**src/rtl/scan_test_pkg.sv**
```systemverilog
// Shared types and constants for the scan test controller and its MISR.
package scan_test_pkg;

    typedef enum logic [2:0] {
        ST_IDLE,
        ST_LOAD,
        ST_SHIFT,
        ST_CAPTURE,
        ST_UNLOAD,
        ST_DONE
    } state_t;

    localparam int PAT_CNT_W = 8;
    localparam int MISR_W    = 16;
    // x^16 + x^12 + x^3 + x + 1, x^16 term implicit
    localparam logic [MISR_W-1:0] MISR_POLY = 16'h100B;

endpackage

```
**src/rtl/scan_misr.sv**
```systemverilog
// Serial-input 16-bit MISR folding compared scan_out bits into a signature, seed 0.
module scan_misr
    import scan_test_pkg::*;
(
    input  logic              clk,
    input  logic              reset,
    input  logic              clr,
    input  logic              en,
    input  logic              din,
    output logic [MISR_W-1:0] sig
);

    logic [MISR_W-1:0] sig_q, sig_d;
    logic              fb;

    always_comb begin
        fb    = sig_q[MISR_W-1] ^ din;
        sig_d = sig_q;
        if (clr) begin
            sig_d = '0;
        end else if (en) begin
            sig_d = {sig_q[MISR_W-2:0], 1'b0} ^ (fb ? MISR_POLY : '0);
        end
    end

    always_ff @(posedge clk or negedge reset) begin
        if (!reset) sig_q <= '0;
        else        sig_q <= sig_d;
    end

    assign sig = sig_q;

endmodule

```
**src/rtl/scan_test_ctrl.sv**
```systemverilog
// Scan test sequencer: loads patterns into an external chain, captures, unloads and compares.
// Define SCAN_TEST_CTRL_MISR_EN to fold compared bits into a 16-bit MISR signature.
//
// state   | meaning
// IDLE    | waiting for start, chain frozen
// LOAD    | pat_ready high, waiting for next pattern
// SHIFT   | CHAIN_LEN cycles shifting stimulus in / previous response out
// CAPTURE | one functional capture clock
// UNLOAD  | CHAIN_LEN cycles shifting out the last response
// DONE    | one-cycle done pulse
module scan_test_ctrl
    import scan_test_pkg::*;
#(
    parameter int CHAIN_LEN = 2,
    parameter int CNT_W     = 16
) (
    input  logic                 clk,
    input  logic                 reset,
    input  logic                 start,
    input  logic [PAT_CNT_W-1:0] num_patterns,
    input  logic                 pat_valid,
    output logic                 pat_ready,
    input  logic [CHAIN_LEN-1:0] pat_data,
    input  logic [CHAIN_LEN-1:0] pat_expect,
    output logic                 scan_en,
    output logic                 scan_in,
    output logic                 chain_hold,
    input  logic                 scan_out,
    output logic                 busy,
    output logic                 done,
    output logic                 fail,
    output logic [CNT_W-1:0]     mismatch_count,
    output logic [MISR_W-1:0]    signature
);

    localparam int BW = $clog2(CHAIN_LEN + 1);
    localparam logic [BW-1:0] BIT_LAST = BW'(CHAIN_LEN - 1);

    state_t               state_q, state_d;
    logic [BW-1:0]        bit_q, bit_d;
    logic [PAT_CNT_W-1:0] pat_left_q, pat_left_d;
    logic [CHAIN_LEN-1:0] sh_q, sh_d;
    logic [CHAIN_LEN-1:0] exp_q, exp_d;
    logic [CHAIN_LEN-1:0] cmp_q, cmp_d;
    logic                 have_prev_q, have_prev_d;
    logic [CNT_W-1:0]     mism_q, mism_d;
    logic                 fail_q, fail_d;
    logic                 pat_ready_q, pat_ready_d;
    logic                 scan_en_q, scan_en_d;
    logic                 scan_in_q, scan_in_d;
    logic                 hold_q, hold_d;
    logic                 busy_q, busy_d;
    logic                 done_q, done_d;
    logic                 sin_nxt;
    logic                 cmp_en;

    always_comb begin
        state_d     = state_q;
        bit_d       = bit_q;
        pat_left_d  = pat_left_q;
        sh_d        = sh_q;
        exp_d       = exp_q;
        cmp_d       = cmp_q;
        have_prev_d = have_prev_q;
        mism_d      = mism_q;
        fail_d      = fail_q;
        sin_nxt     = sh_q[CHAIN_LEN-1];
        cmp_en      = 1'b0;

        case (state_q)
            ST_IDLE: begin
                if (start) begin
                    mism_d      = '0;
                    fail_d      = 1'b0;
                    have_prev_d = 1'b0;
                    pat_left_d  = num_patterns;
                    state_d     = (num_patterns != '0) ? ST_LOAD : ST_DONE;
                end
            end
            ST_LOAD: begin
                if (pat_valid && pat_ready_q) begin
                    state_d    = ST_SHIFT;
                    bit_d      = BIT_LAST;
                    pat_left_d = pat_left_q - PAT_CNT_W'(1);
                    sh_d       = pat_data << 1;
                    sin_nxt    = pat_data[CHAIN_LEN-1];
                    // previous pattern's expectation is compared while this one shifts in
                    cmp_d      = exp_q;
                    exp_d      = pat_expect;
                end
            end
            ST_SHIFT: begin
                cmp_en = have_prev_q;
                cmp_d  = cmp_q << 1;
                sh_d   = sh_q << 1;
                if (bit_q == '0) state_d = ST_CAPTURE;
                else             bit_d   = bit_q - BW'(1);
            end
            ST_CAPTURE: begin
                have_prev_d = 1'b1;
                if (pat_left_q != '0) begin
                    state_d = ST_LOAD;
                end else begin
                    state_d = ST_UNLOAD;
                    bit_d   = BIT_LAST;
                    cmp_d   = exp_q;
                end
            end
            ST_UNLOAD: begin
                cmp_en = 1'b1;
                cmp_d  = cmp_q << 1;
                if (bit_q == '0) state_d = ST_DONE;
                else             bit_d   = bit_q - BW'(1);
            end
            ST_DONE:  state_d = ST_IDLE;
            default:  state_d = ST_IDLE;
        endcase

        if (cmp_en && (scan_out != cmp_q[CHAIN_LEN-1])) begin
            fail_d = 1'b1;
            if (mism_q != '1) mism_d = mism_q + CNT_W'(1);
        end

        busy_d      = state_d inside {ST_LOAD, ST_SHIFT, ST_CAPTURE, ST_UNLOAD};
        hold_d      = state_d inside {ST_IDLE, ST_LOAD, ST_DONE};
        scan_en_d   = state_d inside {ST_SHIFT, ST_UNLOAD};
        pat_ready_d = (state_d == ST_LOAD);
        done_d      = (state_d == ST_DONE);
        scan_in_d   = (state_d == ST_SHIFT) ? sin_nxt : 1'b0;
    end

    always_ff @(posedge clk or negedge reset) begin
        if (!reset) begin
            state_q     <= ST_IDLE;
            bit_q       <= '0;
            pat_left_q  <= '0;
            sh_q        <= '0;
            exp_q       <= '0;
            cmp_q       <= '0;
            have_prev_q <= 1'b0;
            mism_q      <= '0;
            fail_q      <= 1'b0;
            pat_ready_q <= 1'b0;
            scan_en_q   <= 1'b0;
            scan_in_q   <= 1'b0;
            hold_q      <= 1'b1;
            busy_q      <= 1'b0;
            done_q      <= 1'b0;
        end else begin
            state_q     <= state_d;
            bit_q       <= bit_d;
            pat_left_q  <= pat_left_d;
            sh_q        <= sh_d;
            exp_q       <= exp_d;
            cmp_q       <= cmp_d;
            have_prev_q <= have_prev_d;
            mism_q      <= mism_d;
            fail_q      <= fail_d;
            pat_ready_q <= pat_ready_d;
            scan_en_q   <= scan_en_d;
            scan_in_q   <= scan_in_d;
            hold_q      <= hold_d;
            busy_q      <= busy_d;
            done_q      <= done_d;
        end
    end

    assign pat_ready      = pat_ready_q;
    assign scan_en        = scan_en_q;
    assign scan_in        = scan_in_q;
    assign chain_hold     = hold_q;
    assign busy           = busy_q;
    assign done           = done_q;
    assign fail           = fail_q;
    assign mismatch_count = mism_q;

`ifdef SCAN_TEST_CTRL_MISR_EN
    logic misr_clr;
    assign misr_clr = (state_q == ST_IDLE) && start;

    scan_misr u_misr (
        .clk   (clk),
        .reset (reset),
        .clr   (misr_clr),
        .en    (cmp_en),
        .din   (scan_out),
        .sig   (signature)
    );
`else
    assign signature = '0;
`endif

endmodule

```
**config.mk**
```make
export PLATFORM = sky130hd
export DESIGN_NAME = scan_test_ctrl
export DESIGN_NICKNAME = d
export VERILOG_FILES = /design/src/rtl/scan_test_pkg.sv /design/src/rtl/scan_misr.sv /design/src/rtl/scan_test_ctrl.sv
export SDC_FILE = /design/constraint.sdc
export NUM_CORES = 1
export LEC_CHECK = 0
export CELL_PAD_IN_SITES_DETAIL_PLACEMENT = 1
export CELL_PAD_IN_SITES_GLOBAL_PLACEMENT = 2
export CORE_MARGIN = 2
export CORE_UTILIZATION = 33
export CTS_CLUSTER_SIZE = 24
export DETAILED_ROUTE_END_ITERATION = 8
export GPL_TIMING_DRIVEN = 0
export HOLD_SLACK_MARGIN = 0.08
export PLACE_DENSITY = 0.93
export SYNTH_ARGS = -nofsm -noshare
export SYNTH_HDL_FRONTEND = slang
export SYNTH_SLANG_ARGS = --single-unit
```
**constraint.sdc**
```tcl
create_clock -name clk -period 4.29 [get_ports clk]
set_clock_uncertainty 0.05 [all_clocks]
set_input_delay 0.6435 -clock clk [delete_from_list [all_inputs] [get_ports clk]]
set_output_delay 0.6435 -clock clk [all_outputs]
set_load 0.01 [all_outputs]
```
==> metrics.md, run 1 <==
| Metric | Value |
|---|---|
| Tot GR Track Use | `16.7%` |
| Seq/Total Area, Yosys | `43.0%` |
| N_diodes | `0` |
| RSZ-0062 raised after global routing | `false` |
| PwrDens | `519 nW/um^2` |
| GPL Wtd Cong | `0.788` |
| Total gr overflow | `0` |
| Max Clk Rate | `372 MHz` |
| Switch share | `39.6%` |
| CTS buffer count | `5` |
| Worst-path clk slew | `90 ps` |
| Starting Density | `33.9%` |
| DR vias | `2159` |
| Main area contributors after synthesis | `dfrtp_1 (42%), mux2i_1 (5.3%), buf_4 (4.9%)` |
| Critical Path, Cell by Cell | `clkdlybuf4s50_1 -> nor4b_1 -> a32o_1 -> nor3_1 -> o31ai_1` |
| Total power of the final layout | `1.63 mW` |
| # DRC | `0` |
| Initial antenna violation count | `0` |
| Port Buffers | `39` |
| Internal power | `986 uW` |
| Worst-case clock buffer depth | `2` |
| Least-Margin Pin Slew | `1280 ps` |
| Placed Cells | `412` |
| Primary FF master, synth | `dfrtp_1` |
| Psw | `647 uW` |
| Hold_ws | `204 ps` |
| CP max stage cell | `nor4b_1` |
| Crit path time final | `2690 ps` |
| Vias in the first global route | `2378` |
| Die X | `90.1 um` |
| Hold Vio Cnt, Final | `0` |
| WL/cell | `15.3 um` |
| CTS Hold Bufs | `0` |
| Final Core Density | `43.6%` |
| Max rail drop VDD | `0.000222 V` |
| Pleak | `1.30 nW` |
| Post-synth EDFFs | `0` |
| Max_cap viols | `0` |
| Worst-path maximum fanout | `6` |
| Worst setup SP type | `primary input` |
| Final net count | `341` |
| Clock Tree Root | `clkbuf_8` |
| Netlist cell types | `55` |
| CP arrival | `2850 ps` |
| Worst hold path type | `primary input to asynchronous set/reset pin` |
| IO Pins | `56` |
| Antenna-violating nets left | `0` |
| Status | `finished clean` |
| Die height | `90.1 um` |
| Initial DRC Count | `73` |
| Share of cells above drive strength 1 | `12.8%` |
| Final worst-path cycle share | `62.7%` |
| Sink Count | `42` |
| Slew Viols, Final | `0` |
| Finished Layout Cells | `420` |
| Pin count of the biggest net entering global routing | `28` |
| Critical path class | `primary input to flip-flop` |
| WP data required | `4450 ps` |
| Power share of the combinational group | `42.8%` |
| Clk_lat worst skew | `300 ps` |
| Post-CTS Setup Bufs | `0` |
| Final Setup Violations | `0` |
| # rows | `31` |
| Final WL | `6.44 mm` |
| CP peak stage delay | `1030 ps` |
| Via density | `5.14` |
| Post-Synthesis Cell Area | `2450 sq um` |
| Global-route wire length before repair | `11.2 mm` |
| DRT Pass-1 Iters | `4` |
| Sum of negative setup slack | `0 ps` |
| Asr flop ratio synth | `100%` |
| Synth area leader | `dfrtp_1` |
| H-tree depth | `2` |
| Seq cells post-synth | `42` |
| CP endpoint kind | `flip-flop` |
| HPWL Detailed | `4.87 mm` |
| Area growth from synthesis to layout | `28.5%` |
| Post-synth top area share | `41.9%` |
| Syn_area_per_cell | `9.48 sq um` |
| Synth Warn # | `0` |
| Post-CTS resize count | `0` |
| Seq pwr share | `37.4%` |
| CTS tree | `built` |
| Clock Power Share | `19.8%` |
| Post-synthesis instance total | `258` |
| Core ar. | `7210 sq um` |
| Total Die Area | `8120 sq um` |
| Relative slew slack | `13.6%` |
metrics by stage:
stage | area, sq um | setup slack, ps
after detailed placement | 3030 | 1250
after floorplan | 2500 | 2180
final | 3140 | 1600
after global routing | 3140 | 1520
after CTS | 3140 | 1570
after global placement | 3020 | 1330
kinds of logic after synthesis:
kind of cell,synth area share (%)
mux,6.70
flops,43.0
xor+xnor,0.716
other cells,0.153
fa+ha+maj,2.05
simple gates,23.4
buf+inv,7.98
compound gates,16.0
registers in the layout (all words and copies together), names as in the netlist, 2 cells and up:
signal and count:
mismatch_count 16, exp_q 2, state_q 3, cmp_q 2, bit_q 2, pat_left_q 8
cells in the final DEF, fill, tap and decap left out, types with 2 or more instances in the layout:
| cell | netlist | final |
|---|---|---|
| a211o_1 | 2 | 2 |
| a21oi_1 | 14 | 14 |
| a22oi_1 | 2 | 2 |
| a31oi_1 | 4 | 4 |
| a32o_1 | 2 | 2 |
| and3_1 | 2 | 2 |
| buf_4 | 16 | 16 |
| clkbuf_1 | 9 | 9 |
| clkbuf_8 | 0 | 5 |
| clkdlybuf4s50_1 | 0 | 38 |
| conb_1 | 1 | 16 |
| dfrtp_1 | 41 | 41 |
| ha_1 | 4 | 4 |
| inv_1 | 11 | 11 |
| mux2_2 | 3 | 3 |
| mux2i_1 | 13 | 13 |
| nand2_1 | 26 | 26 |
| nand2b_1 | 2 | 2 |
| nand3_1 | 9 | 9 |
| nand3b_1 | 3 | 3 |
| nand4_1 | 3 | 3 |
| nand4_4 | 2 | 2 |
| nor2_1 | 16 | 16 |
| nor3_1 | 9 | 9 |
| nor3b_1 | 2 | 2 |
| nor4_1 | 6 | 6 |
| nor4b_1 | 4 | 4 |
| o211ai_1 | 2 | 2 |
| o21ai_0 | 10 | 10 |
| o2bb2ai_1 | 4 | 4 |
| o31ai_1 | 2 | 2 |
| or2_2 | 2 | 2 |
| or3_1 | 4 | 4 |
| or3b_2 | 2 | 2 |
| or4_1 | 3 | 3 |
| xnor2_1 | 2 | 2 |
power by group through the flow:
| stage | Clock (mW) | Combinational [mW] | Sequential, mW |
|---|---|---|---|
| after floorplan | 0 | 0.478 | 0.605 |
| after global placement | 0 | 0.685 | 0.611 |
| after detailed placement | 0 | 0.703 | 0.618 |
| after CTS | 0.336 | 0.709 | 0.612 |
| after global routing | 0.348 | 0.792 | 0.631 |
| final | 0.323 | 0.698 | 0.611 |
final timing paths:
path                                            from  slack (ps)                      endpoint  cells past startpoint
worst max-delay path                           start        1600          bit_q[0]$_DFFE_PN0P_                      5
worst min-delay path                           reset         200  mismatch_count[14]$_DFF_PN0_                      1
worst max register to register  state_q[2]$_DFF_PN0_        1940          bit_q[0]$_DFFE_PN0P_                      4
worst min register to register      fail$_DFFE_PN0P_         440              fail$_DFFE_PN0P_                      2
max in group asynchronous                      reset        3500          exp_q[0]$_DFFE_PN0P_                      2
min in group clk                    fail$_DFFE_PN0P_         440              fail$_DFFE_PN0P_                      2
critical path, delay by kind of cell:
kind                   cells  cell delay, ps
buffers and inverters      1             500
AO/OA/AOI/OAI              2             580
AND/OR/NAND/NOR            2            1130
area by class of cell:
class                           instances  area [sq um]
Clock inverter                          3          43.8
Clock buffer                            5          68.8
Inverter                               11          41.3
Buffer                                 25           154
Sequential cell                        42          1050
Tap cell                               99           124
Multi-Input combinational cell        195          1250
Fill cell                             872          4070
Timing Repair Buffer                   40           405
cells in the mapped netlist (6+ instances only):
master    count
dfrtp_1      41
nand2_1      26
buf_4        16
nor2_1       16
a21oi_1      14
mux2i_1      13
inv_1        11
o21ai_0      10
clkbuf_1      9
nand3_1       9
nor3_1        9
nor4_1        6
per-layer routing:
metal,vias to the layer above,track usage (%),share of wire (%)
li1,1046,-,-
met3,8,3.69,4.2
met1,1057,18.5,42
met2,48,31.3,52
met5,-,0,0
met4,0,5.77,1.6
Note: power is estimated with default switching activity, not from simulation.
==> run 2, diff against run 1 <==
--- a/config.mk
+++ b/config.mk
@@ -8,12 +8,12 @@
 export CELL_PAD_IN_SITES_DETAIL_PLACEMENT = 1
 export CELL_PAD_IN_SITES_GLOBAL_PLACEMENT = 2
 export CORE_MARGIN = 2
-export CORE_UTILIZATION = 33
+export CORE_UTILIZATION = 27
 export CTS_CLUSTER_SIZE = 24
 export DETAILED_ROUTE_END_ITERATION = 8
 export GPL_TIMING_DRIVEN = 0
 export HOLD_SLACK_MARGIN = 0.08
-export PLACE_DENSITY = 0.93
+export PLACE_DENSITY = 0.83
 export SYNTH_ARGS = -nofsm -noshare
 export SYNTH_HDL_FRONTEND = slang
 export SYNTH_SLANG_ARGS = --single-unit
==> constraint.sdc (replaced) <==
create_clock -name clk -period 2.35 [get_ports clk]
set_clock_uncertainty 0.05 [all_clocks]
set_input_delay 0.3525 -clock clk [delete_from_list [all_inputs] [get_ports clk]]
set_output_delay 0.3525 -clock clk [all_outputs]
set_load 0.01 [all_outputs]
==> metrics.md, run 2 (synthesis gave the netlist of run 1 again) <==
| Metric | Value |
|---|---|
| WL/cell | `15.4 um` |
| Most frequent cells in the layout | `dfrtp_1 (41), clkdlybuf4s50_1 (38), nand2_1 (26)` |
| GPL Wtd Cong | `0.835` |
| Pleak | `1.31 nW` |
| Critical path class | `flip-flop to flip-flop` |
| Share of cells above drive strength 1 | `14.0%` |
| Tot GR Track Use | `14.0%` |
| WP data required | `2490 ps` |
| Clk_lat worst skew | `300 ps` |
| Antenna-violating nets left | `0` |
| Clock Tree Root | `clkbuf_8` |
| Initial DRC Count | `53` |
| Final Setup Violations | `0` |
| Relative slew slack | `50.7%` |
| Final worst-path cycle share | `94.5%` |
| # DRC | `0` |
| Commonest non-fill, non-tap cell in the layout | `dfrtp_1` |
| Worst-path maximum fanout | `5` |
| Slew Viols, Final | `0` |
| Area of the multi-input gates | `1270 sq um` |
| Worst-case clock buffer depth | `2` |
| Worst flop-to-flop path startpoint | `mismatch_count[0]$_DFF_PN0_` |
| Total gr overflow | `0` |
| Hold_ws | `380 ps` |
| Port Buffers | `39` |
| HPWL Detailed | `4.92 mm` |
| CTS tree | `built` |
| N_diodes | `0` |
| PwrDens | `925 nW/um^2` |
| IO Pins | `56` |
| Core ar. | `8760 sq um` |
| Die X | `99.2 um` |
| CP arrival | `2360 ps` |
| Area growth from synthesis to layout | `29.3%` |
| Max rail drop VDD | `0.000321 V` |
| DRT Pass-1 Iters | `4` |
| Crit path time final | `2220 ps` |
| Final WL | `6.61 mm` |
| Worst setup SP type | `flip-flop` |
| RSZ-0062 raised after global routing | `true` |
| Max_cap viols | `0` |
| H-tree depth | `2` |
| Max reg flops | `16` |
| # rows | `34` |
| CTS buffer count | `5` |
| Reg area | `1050 sq um` |
| Via density | `5.03` |
| Worst-path clk slew | `90 ps` |
| Total power of the final layout | `2.93 mW` |
| Global-route wire length before repair | `11.2 mm` |
| CP endpoint kind | `flip-flop` |
| Reg2Reg Depth | `5` |
| Max Clk Rate | `450 MHz` |
| Fillers | `1047` |
| Vias in the first global route | `2244` |
| Least-Margin Pin Slew | `736 ps` |
| Initial antenna violation count | `0` |
| Sink Count | `42` |
| Worst hold path type | `primary input to asynchronous set/reset pin` |
| Die height | `99.2 um` |
| DR vias | `2162` |
| Status | `finished clean` |
| CP startpoint | `mismatch_count[0]$_DFF_PN0_` |
| Post-CTS Setup Bufs | `0` |
| Pin count of the biggest net entering global routing | `36` |
| Total Die Area | `9840 sq um` |
| Hold Vio Cnt, Final | `0` |
| Starting Density | `27.9%` |
| Final net count | `342` |
run 2: report_power, final:
part | internal (mW) | switching [mW]
clock | 0.236 | 0.267
sequential | 0.939 | 0.184
combinational | 0.554 | 0.746
total | 1.73 | 1.20
run 2: critical path, stage by stage, from the launching register on:
cell and delay, ps:
dfrtp_1 420, ha_1 240, inv_1 100, or4_4 550, or4_1 480, a32o_1 270
run 2: per-layer routing:
metal	part of all wire (%)	vias to the layer above	wire [um]	GRT usage (%)
li1	-	1048	-	-
met1	45	1063	2990	17.7
met2	50	42	3290	24.4
met3	3.7	9	246	2.25
met4	1.2	0	80	4.21
met5	0	-	0	0
run 2: worst paths after layout:
path / to / slack [ps]
setup / recovery: mismatch_count[14]$_DFF_PN0_ / 130
hold / removal: mismatch_count[3]$_DFF_PN0_ / 380
setup reg to reg: mismatch_count[14]$_DFF_PN0_ / 130
hold reg to reg: fail$_DFFE_PN0P_ / 440
max in group asynchronous: chain_hold$_DFF_PN1_ / 1340
min in group clk: fail$_DFFE_PN0P_ / 440
run 2: timing repair:
item / in CTS / in global routing
gates resized for setup: 1 / 5
hold buffers: 1 / 0
endpoints found under the setup margin: 6 / 10
endpoints found under the hold margin: 7 / 0
run 2: cell type report:
cell class	instances	area share [%]
buffer	25	4.94
clock buffer	6	2.61
clock inverter	2	0.396
inverter	11	1.31
multi-input combinational	195	40.1
sequential	42	33.3
tap	108	4.27
timing repair buffer	41	13.1
run 2: per-stage QoR:
stage / utilization, % / std cells / setup WS (ps) / setup TNS, ps / instance area (sq um)
6_report: 36.1 / 430 / 130 / 0 / 3160
5_1_grt: 36.1 / 430 / -74.8 / -187 / 3160
4_1_cts: 36.0 / 430 / 50.4 / 0 / 3150
3_5_place_dp: 34.7 / 421 / -402 / -4490 / 3040
3_3_place_gp: 34.6 / 420 / -371 / -17990 / 3030
2_1_floorplan: - / 273 / 244 / 0 / 2500
